<file path="src/rtl/fetch_sequencer_pkg.sv">
`default_nettype none
// ============================================================================
// Module      : fetch_sequencer_pkg
// Description : Shared fetch types and constants for the PC sequencer.
// Revision    : 1.0 - initial release
// ============================================================================
package fetch_sequencer_pkg;

    localparam int c_PC_WIDTH_DEFAULT = 6;
    localparam int c_INSTR_BYTES      = 4;

    typedef enum logic [1:0] {
        ST_BOOT  = 2'd0,
        ST_RUN   = 2'd1,
        ST_FLUSH = 2'd2
    } fetch_state_t;

endpackage : fetch_sequencer_pkg
`default_nettype wire

</file>
<file path="src/rtl/fetch_sequencer_if.sv">
`default_nettype none
// ============================================================================
// Module      : fetch_sequencer_if
// Description : Hazard/branch-side controls and fetch-side outputs of the PC sequencer.
// Revision    : 1.0 - initial release
// ============================================================================
interface fetch_sequencer_if
    import fetch_sequencer_pkg::*;
#(
    parameter int PC_WIDTH = c_PC_WIDTH_DEFAULT
) ();

    logic                stall;
    logic                redirect_valid;
    logic [PC_WIDTH-1:0] redirect_pc;
    logic [PC_WIDTH-1:0] pc;
    logic                flush;
    logic                if_valid;
    logic                busy_flush;
    logic                misalign_err;

    // master: hazard/branch logic side; slave: the sequencer itself
    modport master (
        output stall, redirect_valid, redirect_pc,
        input  pc, flush, if_valid, busy_flush, misalign_err
    );

    modport slave (
        input  stall, redirect_valid, redirect_pc,
        output pc, flush, if_valid, busy_flush, misalign_err
    );

endinterface : fetch_sequencer_if
`default_nettype wire

</file>
<file path="src/rtl/fetch_sequencer.sv">
`default_nettype none
// ============================================================================
// Module      : fetch_sequencer
// Description : Owns the PC: sequential fetch, stall hold, redirect with flush window.
// Revision    : 1.0 - initial release
// ============================================================================
module fetch_sequencer
    import fetch_sequencer_pkg::*;
#(
    parameter int PC_WIDTH     = c_PC_WIDTH_DEFAULT,
    parameter int RESET_PC     = 0,
    parameter int FLUSH_CYCLES = 2
) (
    input  wire logic        clk,
    input  wire logic        reset,
    fetch_sequencer_if.slave bus
);

    localparam logic [PC_WIDTH-1:0] c_RESET_PC     = PC_WIDTH'(RESET_PC);
    localparam logic [PC_WIDTH-1:0] c_PC_STEP      = PC_WIDTH'(c_INSTR_BYTES);
    localparam logic [2:0]          c_FLUSH_RELOAD = 3'(FLUSH_CYCLES - 1);

    fetch_state_t        r_state;
    logic [2:0]          r_flush_cnt;
    logic [PC_WIDTH-1:0] r_pc;
    logic                r_flush;
    logic                r_if_valid;
    logic                r_busy_flush;
    logic                r_misalign_err;

    logic [PC_WIDTH-1:0] w_redirect_aligned;
    logic                w_redirect_misaligned;

    assign w_redirect_aligned    = {bus.redirect_pc[PC_WIDTH-1:2], 2'b00};
    assign w_redirect_misaligned = |bus.redirect_pc[1:0];

    always_ff @(posedge clk or posedge reset) begin
        if (reset) begin
            r_state        <= ST_BOOT;
            r_flush_cnt    <= 3'd0;
            r_pc           <= c_RESET_PC;
            r_flush        <= 1'b1;
            r_if_valid     <= 1'b0;
            r_busy_flush   <= 1'b0;
            r_misalign_err <= 1'b0;
        end else begin
            case (r_state)
                ST_BOOT: begin
                    // PC is not advanced here so RESET_PC is the first valid fetch
                    r_flush    <= 1'b0;
                    r_if_valid <= 1'b1;
                    r_state    <= ST_RUN;
                end

                ST_RUN, ST_FLUSH: begin
                    if (bus.redirect_valid) begin
                        r_pc         <= w_redirect_aligned;
                        r_flush      <= 1'b1;
                        r_if_valid   <= 1'b0;
                        r_flush_cnt  <= c_FLUSH_RELOAD;
                        r_busy_flush <= 1'b1;
                        r_state      <= ST_FLUSH;
                        if (w_redirect_misaligned) begin
                            r_misalign_err <= 1'b1;
                        end
                    end else if (!bus.stall) begin
                        r_pc <= r_pc + c_PC_STEP;
                        if (r_state == ST_RUN) begin
                            r_flush    <= 1'b0;
                            r_if_valid <= 1'b1;
                        end else if (r_flush_cnt == 3'd0) begin
                            r_flush      <= 1'b0;
                            r_if_valid   <= 1'b1;
                            r_busy_flush <= 1'b0;
                            r_state      <= ST_RUN;
                        end else begin
                            r_flush_cnt <= r_flush_cnt - 3'd1;
                        end
                    end
                end

                default: begin
                    // Unreachable encoding: recover through a clean boot
                    r_state      <= ST_BOOT;
                    r_flush_cnt  <= 3'd0;
                    r_flush      <= 1'b1;
                    r_if_valid   <= 1'b0;
                    r_busy_flush <= 1'b0;
                end
            endcase
        end
    end

    assign bus.pc           = r_pc;
    assign bus.flush        = r_flush;
    assign bus.if_valid     = r_if_valid;
    assign bus.busy_flush   = r_busy_flush;
    assign bus.misalign_err = r_misalign_err;

endmodule : fetch_sequencer
`default_nettype wire

</file>
<file path="src/flat_wrapper.sv">
// flat-port wrapper written by rule: the top's interface ports become plain ports
module fetch_sequencer_flat import fetch_sequencer_pkg::*;
#(
    parameter int PC_WIDTH     = c_PC_WIDTH_DEFAULT,
    parameter int RESET_PC     = 0,
    parameter int FLUSH_CYCLES = 2
)
  (clk, reset, bus_stall, bus_redirect_valid, bus_redirect_pc, bus_pc, bus_flush, bus_if_valid, bus_busy_flush, bus_misalign_err);
  fetch_sequencer_if #(.PC_WIDTH(PC_WIDTH)) bus_i ();
  input  wire logic clk;
  input  wire logic reset;
  input wire logic [$bits(bus_i.stall)-1:0] bus_stall;
  input wire logic [$bits(bus_i.redirect_valid)-1:0] bus_redirect_valid;
  input wire logic [$bits(bus_i.redirect_pc)-1:0] bus_redirect_pc;
  output wire logic [$bits(bus_i.pc)-1:0] bus_pc;
  output wire logic [$bits(bus_i.flush)-1:0] bus_flush;
  output wire logic [$bits(bus_i.if_valid)-1:0] bus_if_valid;
  output wire logic [$bits(bus_i.busy_flush)-1:0] bus_busy_flush;
  output wire logic [$bits(bus_i.misalign_err)-1:0] bus_misalign_err;
  assign bus_i.stall = bus_stall;
  assign bus_i.redirect_valid = bus_redirect_valid;
  assign bus_i.redirect_pc = bus_redirect_pc;
  assign bus_pc = bus_i.pc;
  assign bus_flush = bus_i.flush;
  assign bus_if_valid = bus_i.if_valid;
  assign bus_busy_flush = bus_i.busy_flush;
  assign bus_misalign_err = bus_i.misalign_err;
  fetch_sequencer #(.PC_WIDTH(PC_WIDTH), .RESET_PC(RESET_PC), .FLUSH_CYCLES(FLUSH_CYCLES)) u_core (.clk(clk), .reset(reset), .bus(bus_i));
endmodule
</file>
<file path="config.mk">
export PLATFORM = sky130hd
export DESIGN_NAME = fetch_sequencer_flat
export DESIGN_NICKNAME = d
export VERILOG_FILES = /design/src/rtl/fetch_sequencer_pkg.sv /design/src/rtl/fetch_sequencer_if.sv /design/src/rtl/fetch_sequencer.sv /design/src/flat_wrapper.sv
export SDC_FILE = /design/constraint.sdc
export NUM_CORES = 1
export LEC_CHECK = 0
export CORE_MARGIN = 2
export CORE_UTILIZATION = 44
export CTS_BUF_LIST = sky130_fd_sc_hd__clkbuf_4
export DETAILED_ROUTE_END_ITERATION = 8
export PLACE_DENSITY_LB_ADDON = 0.08
export REMOVE_ABC_BUFFERS = 1
export SLEW_MARGIN = 30
export SYNTH_ARGS = -nofsm -noshare
export SYNTH_HDL_FRONTEND = slang
export SYNTH_SLANG_ARGS = --single-unit
</file>
<file path="constraint.sdc">
create_clock -name clk -period 2 [get_ports clk]
set_clock_uncertainty 0.05 [all_clocks]
set_input_delay 0.2 -clock clk [delete_from_list [all_inputs] [get_ports clk]]
set_output_delay 0.2 -clock clk [all_outputs]
set_load 0.02 [all_outputs]
</file>
==> summary.txt, run 1 <==
Power
  • Power per cell area: 1500 mW/mm^2
  • Lkg Pwr: 0.474 nW
  • Maximum VDD drop: 0.000777 V
  • Total power: 1.55 mW

Layout
  • Layout area overhead: 29.1%
  • Final #Nets: 120
  • # diodes: 0
  • Commonest non-fill, non-tap cells in the layout: clkdlybuf4s50_1 (17), dfrtp_1 (12), inv_1 (9), nand2_1 (6), ha_1 (6)
  • Commonest non-fill, non-tap cell in the layout: clkdlybuf4s50_1
  • Final instance area: 0.00103 mm^2
  • Layout cells sized above 1: 0.126

Clocking
  • TritonCTS buffer count: 3
  • Clock root buffer: clkbuf_4
  • Postcts setup bufs: 0
  • Clk_lat worst skew: 0.28 ns
  • Hold_buf cts: 0
  • Worst-path clk slew: 0.09 ns
  • Post-cts sizing count: 0
  • CTS tree: done
  • CTS Sinks: 13
  • CTS Buffer Depth: 2
  • Htree depth: 1

Setup path
  • CP peak stage delay: 0.41 ns
  • Critical path, cell by cell: inv_1 > ha_1 > nand2b_1 > a21oi_1 > mux2_2
  • R2R depth: 5
  • CP arrival: 1.84 ns
  • Flop-to-flop setup slack: 0.28 ns
  • CP Class: register to register
  • Worst r2r src: u_core.r_state[0]
  • CP Launch Type: register
  • Slowest CP cell: dfrtp_1
  • CP Max Fanout: 6
  • Worst Setup End Kind: register
  • Worst flop-to-flop path endpoint: u_core.r_state[0]
  • Critical Path RT: 2.12 ns

Routing
  • DRT Pass-1 Iters: 4
  • DRT met1 WL: 731 um
  • DRC: 0
  • Routed wire length: 1.56 mm
  • Metal3 WL: 50 um
  • Avg Vias per Cell: 5.16
  • Drt wl/cell: 12.2 um
  • DR iter-0 viols: 7
  • Met2 Wirelength: 764 um
  • Max layer used: met4
  • Via count: 661
  • Final ANT Viol Nets: 0

Global route
  • Gr usage total: 0.169
  • Largest net degree at the start of global routing: 14
  • Initial antenna violation count: 0
  • Gr ovfl total: 0
  • First-pass GRT wire length: 2.57 mm
  • Vias in the first global route: 621

Floorplan
  • Initial Util: 0.463
  • Top-Level Pins: 20
  • Std cell rows: 15
  • Chip width: 46.6 um
  • Die height: 46.6 um
  • Die area: 0.00217 mm^2
  • Core area: 0.00173 mm^2

Worst hold path
  • Worst hold path type: primary input to async pin

Timing
  • RSZ-0062 raised after global routing: no
  • Sum Neg Setup Slack: 0 ns
  • Worst Slack Setup Final: 0.280 ns
  • Hold slack: 0.190 ns
  • Final slew viol count: 0
  • Slew @ Worst Pin: 0.509 ns
  • Slew HR: 0.660
  • Count of final setup violators: 0
  • Final Hold Fails: 0
  • Min Tclk post-route: 1.72 ns
  • Crit share post-route: 0.860
  • FMAX: 581 MHz

Logic synthesis
  • Synth Cell Area: 800 um^2
  • Post-Synth XOR/XNOR Area: 0
  • Total number of yosys warnings: 0
  • Largest family of logic cells by synthesized area: compound AO/OA/AOI/OAI gates
  • Synth Area in Compound Gates: 0.213
  • Syn_area_per_cell: 9.75 um^2
  • Mapped Cells: 82
  • Register area share after synthesis: 0.408
  • Synth Area in Adders: 0.0939
  • Register bit total from synthesis: 13
  • Synth unique cells: 28
  • Mux contribution to synthesized area: 0.0673
  • Synth Area in Simple Gates: 0.139

Placed design
  • Pre-CTS WS: 0.311 ns
  • Gpl congestion: 0.752
  • Port bufs: 17
  • DP Wirelength: 1.22 mm
  • DP Area: 0.00100 mm^2

Run
  • Max Cap Viol: 0

Run status
  • Status: completed
==> worst max-delay path by stage <==
stage                             from             endpoint  slack, ns  cells after the start
finish               u_core.r_state[0]    u_core.r_state[0]       0.28                      5
global route         u_core.r_state[1]  u_core.bus.if_valid       0.20                      5
CTS                  u_core.r_state[0]  u_core.bus.if_valid       0.28                      5
detailed placement   u_core.r_state[0]  u_core.bus.if_valid       0.31                      5
global placement    bus_redirect_valid  u_core.bus.if_valid       0.34                      4
floorplan            u_core.r_state[0]  u_core.bus.if_valid       0.27                      5
==> cells in the mapped netlist <==
cell type,n,area share
a221o_1,1,0.013
o21ai_0,5,0.031
nor2_1,4,0.019
nand4b_1,2,0.022
mux2_2,3,0.042
dfrtp_1,12,0.38
a211o_1,1,0.011
inv_1,9,0.042
nand2b_1,4,0.031
buf_4,2,0.019
ha_1,6,0.094
conb_1,1,0.0047
buf_2,2,0.013
o31ai_1,1,0.0094
a221oi_2,1,0.019
a21o_1,1,0.0094
nor3_1,2,0.013
o22ai_1,1,0.0078
a211oi_1,2,0.019
dfstp_2,1,0.033
nand2_1,6,0.028
a21oi_1,3,0.019
o221ai_1,1,0.011
a22o_1,5,0.055
nor2b_1,2,0.016
and2b_2,1,0.011
o21bai_1,1,0.0094
mux2i_1,2,0.025
==> through the flow <==
step,instances,utilization
global placement,124,0.580
detailed placement,124,0.580
global route,128,0.598
CTS,128,0.598
finish,128,0.598
floorplan,79,-
==> kinds of logic (layout without fill, tap and decap cells) <==
group / Yosys count / count (layout)
multiplexers: 5 / 5
buffers and inverters: 13 / 33
AO/OA/AOI/OAI: 23 / 23
flip-flops: 13 / 13
AND/OR/NAND/NOR: 21 / 21
adder cells (fa/ha/maj): 6 / 6
other: 1 / 2
==> sequential cells by signal, summed over array words and instances, names as in the netlist <==
register,flops
u_core.r_flush_cnt,3
u_core.bus.busy_flush,1
u_core.bus.misalign_err,1
u_core.r_state,2
u_core.bus.if_valid,1
u_core.bus.flush,1
u_core.bus.pc,4
==> report_power, final <==
group / total, mW / switching, mW / internal (mW)
Combinational: 0.894 / 0.465 / 0.429
Sequential: 0.470 / 0.0881 / 0.382
Clock: 0.182 / 0.0915 / 0.0909
==> final cells by class <==
cell class,count,area [um^2]
clock buffers,4,30.0
fillers,152,694
inverters,9,33.8
multi-input cells,57,418
flip-flops and latches,13,327
well taps,25,31.3
repair buffers,20,193
==> critical path, delay by kind of cell, from the launching register on <==
kind            cells  cell delay, ns
flops               1            0.41
compound gates      1            0.28
mux                 1            0.37
fa+ha+maj           1            0.29
simple gates        1            0.15
buf+inv             1            0.06
==> metal layers <==
layer  GRT usage  vias up
li1            -      325
met1       0.221      319
met2       0.272       14
met3      0.0471        3
met4      0.0500        0
met5           0        -
(Power assumes the default switching activity.)
==> inputs of run 2 (changes only) <==
CORE_UTILIZATION = 50   (was 44)
==> run 2 against run 1 <==
  * Die area fell by 11%
  * Core utilization rose by 7.5 points
  * Clock-buffer cell count did not move
  * Maximum frequency rose by 1.7%
==> summary.txt, run 2 (same netlist as run 1, synthesis figures left out) <==
Placed design
  • Gpl congestion: 0.720
  • DP Wirelength: 1.20 mm
  • Dpl cells: 114
  • Pre-CTS WS: 0.243 ns
  • DP Area: 983 um^2
  • Port bufs: 17

Clocking
  • CTS Sinks: 13
  • TritonCTS buffer count: 3
  • CTS tree: done
  • Worst-path clk slew: 0.08 ns
  • CTS Buffer Depth: 2
  • Postcts setup bufs: 0
  • Htree depth: 1
  • Hold_buf cts: 0
  • Clock root buffer: clkbuf_4
  • Post-cts sizing count: 0
  • Clk_lat worst skew: 0.29 ns

Setup path
  • R2R depth: 5
  • CP Max Fanout: 6
  • CP Class: register to register
  • CP arrival: 1.82 ns
  • CP Launch Type: register
  • Critical Path RT: 2.13 ns
  • Worst Setup End Kind: register

Floorplan
  • Core area: 0.00151 mm^2
  • Chip width: 44.0 um
  • Initial Util: 0.531
  • Top-Level Pins: 20
  • Die area: 0.00193 mm^2
  • Std cell rows: 14
  • Die height: 44.0 um

Routing
  • Avg Vias per Cell: 5.55
  • Drt wl/cell: 13.8 um
  • Routed wire length: 1.63 mm
  • Final ANT Viol Nets: 0
  • DR iter-0 viols: 15
  • DRC: 0
  • Via count: 655
  • DRT Pass-1 Iters: 4

Power
  • Comb pwr share: 0.577
  • Net Sw Frac: 0.421
  • Internal Power: 900 uW
  • Total power: 1.55 mW
  • Maximum VDD drop: 0.000755 V
  • Lkg Pwr: 0.469 nW
  • Clock power frac: 0.121
  • Reg power frac: 0.301
  • Power per cell area: 1530 mW/mm^2
  • Psw: 654 uW

Layout
  • Final #Nets: 119
  • Layout Utilization: 0.673
  • Multi-input gate area: 418 um^2
  • Commonest non-fill, non-tap cells in the layout: clkdlybuf4s50_1 (17), dfrtp_1 (12), inv_1 (9), nand2_1 (6), ha_1 (6)
  • Final instance area: 0.00101 mm^2
  • Layout cells sized above 1: 0.118
  • Final Non-Filler Cells: 118
  • Fillers: 133
  • Max FFs per register: 4
  • # diodes: 0
  • Commonest non-fill, non-tap cell in the layout: clkdlybuf4s50_1
  • Layout area overhead: 26.8%
  • Register area: 327 um^2

Run
  • Max Cap Viol: 0

Timing
  • Worst Slack Setup Final: 0.309 ns
  • FMAX: 591 MHz
  • Crit share post-route: 0.845
  • Hold slack: 0.179 ns
  • Count of final setup violators: 0
  • Slew HR: 0.660
  • Min Tclk post-route: 1.69 ns
  • RSZ-0062 raised after global routing: no
  • Final Hold Fails: 0
  • Sum Neg Setup Slack: 0 ns
  • Final slew viol count: 0
  • Slew @ Worst Pin: 0.509 ns

Global route
  • Vias in the first global route: 620
  • Initial antenna violation count: 0
  • First-pass GRT wire length: 2.83 mm
  • Gr ovfl total: 0
  • Gr usage total: 0.201
  • Largest net degree at the start of global routing: 14

Worst hold path
  • Worst hold path type: primary input to async pin

Run status
  • Status: completed
==> run 2: cell count changes in the layout (fill, tap and decap cells not counted), sizes merged <==
cell	delta
buf	-1
==> run 2: layer usage <==
metal | track usage | part of all wire | up-vias
li1 | - | - | 327
met1 | 0.286 | 0.49 | 310
met2 | 0.294 | 0.46 | 13
met3 | 0.0250 | 0.027 | 5
met4 | 0.109 | 0.026 | 0
met5 | 0 | 0 | -
==> run 2: worst max-delay path, cell delays in order (launching register included) <==
cell and delay, ns:
dfrtp_1 0.40, inv_1 0.06, ha_1 0.29, nand2b_1 0.15, a21oi_1 0.28, mux2_2 0.36
==> run 2: power groups by stage <==
stage	Sequential, mW	Clock [mW]	Combinational (mW)
3_3_place_gp	0.472	0	0.881
6_report	0.468	0.189	0.897
4_1_cts	0.469	0.195	0.902
2_1_floorplan	0.545	0	0.523
3_5_place_dp	0.476	0	0.897
5_1_grt	0.488	0.197	1.00
==> run 2: final cells by class <==
cell class	count	area share
clock buffer	4	0.0296
inverter	9	0.0333
multi-input combinational	57	0.412
sequential	13	0.322
tap	16	0.0198
timing repair buffer	19	0.183
==> run 2: path summary, 6_finish.rpt <==
path	startpoint	end	slack [ns]
max in group asynchronous	reset	u_core.bus.flush	1.37
hold reg to reg	u_core.bus.misalign_err	u_core.bus.misalign_err	0.45
hold / removal	reset	u_core.bus.busy_flush	0.18
min in group clk	u_core.bus.misalign_err	u_core.bus.misalign_err	0.45
setup / recovery	u_core.r_state[0]	u_core.r_state[0]	0.31
setup reg to reg	u_core.r_state[0]	u_core.r_state[0]	0.31
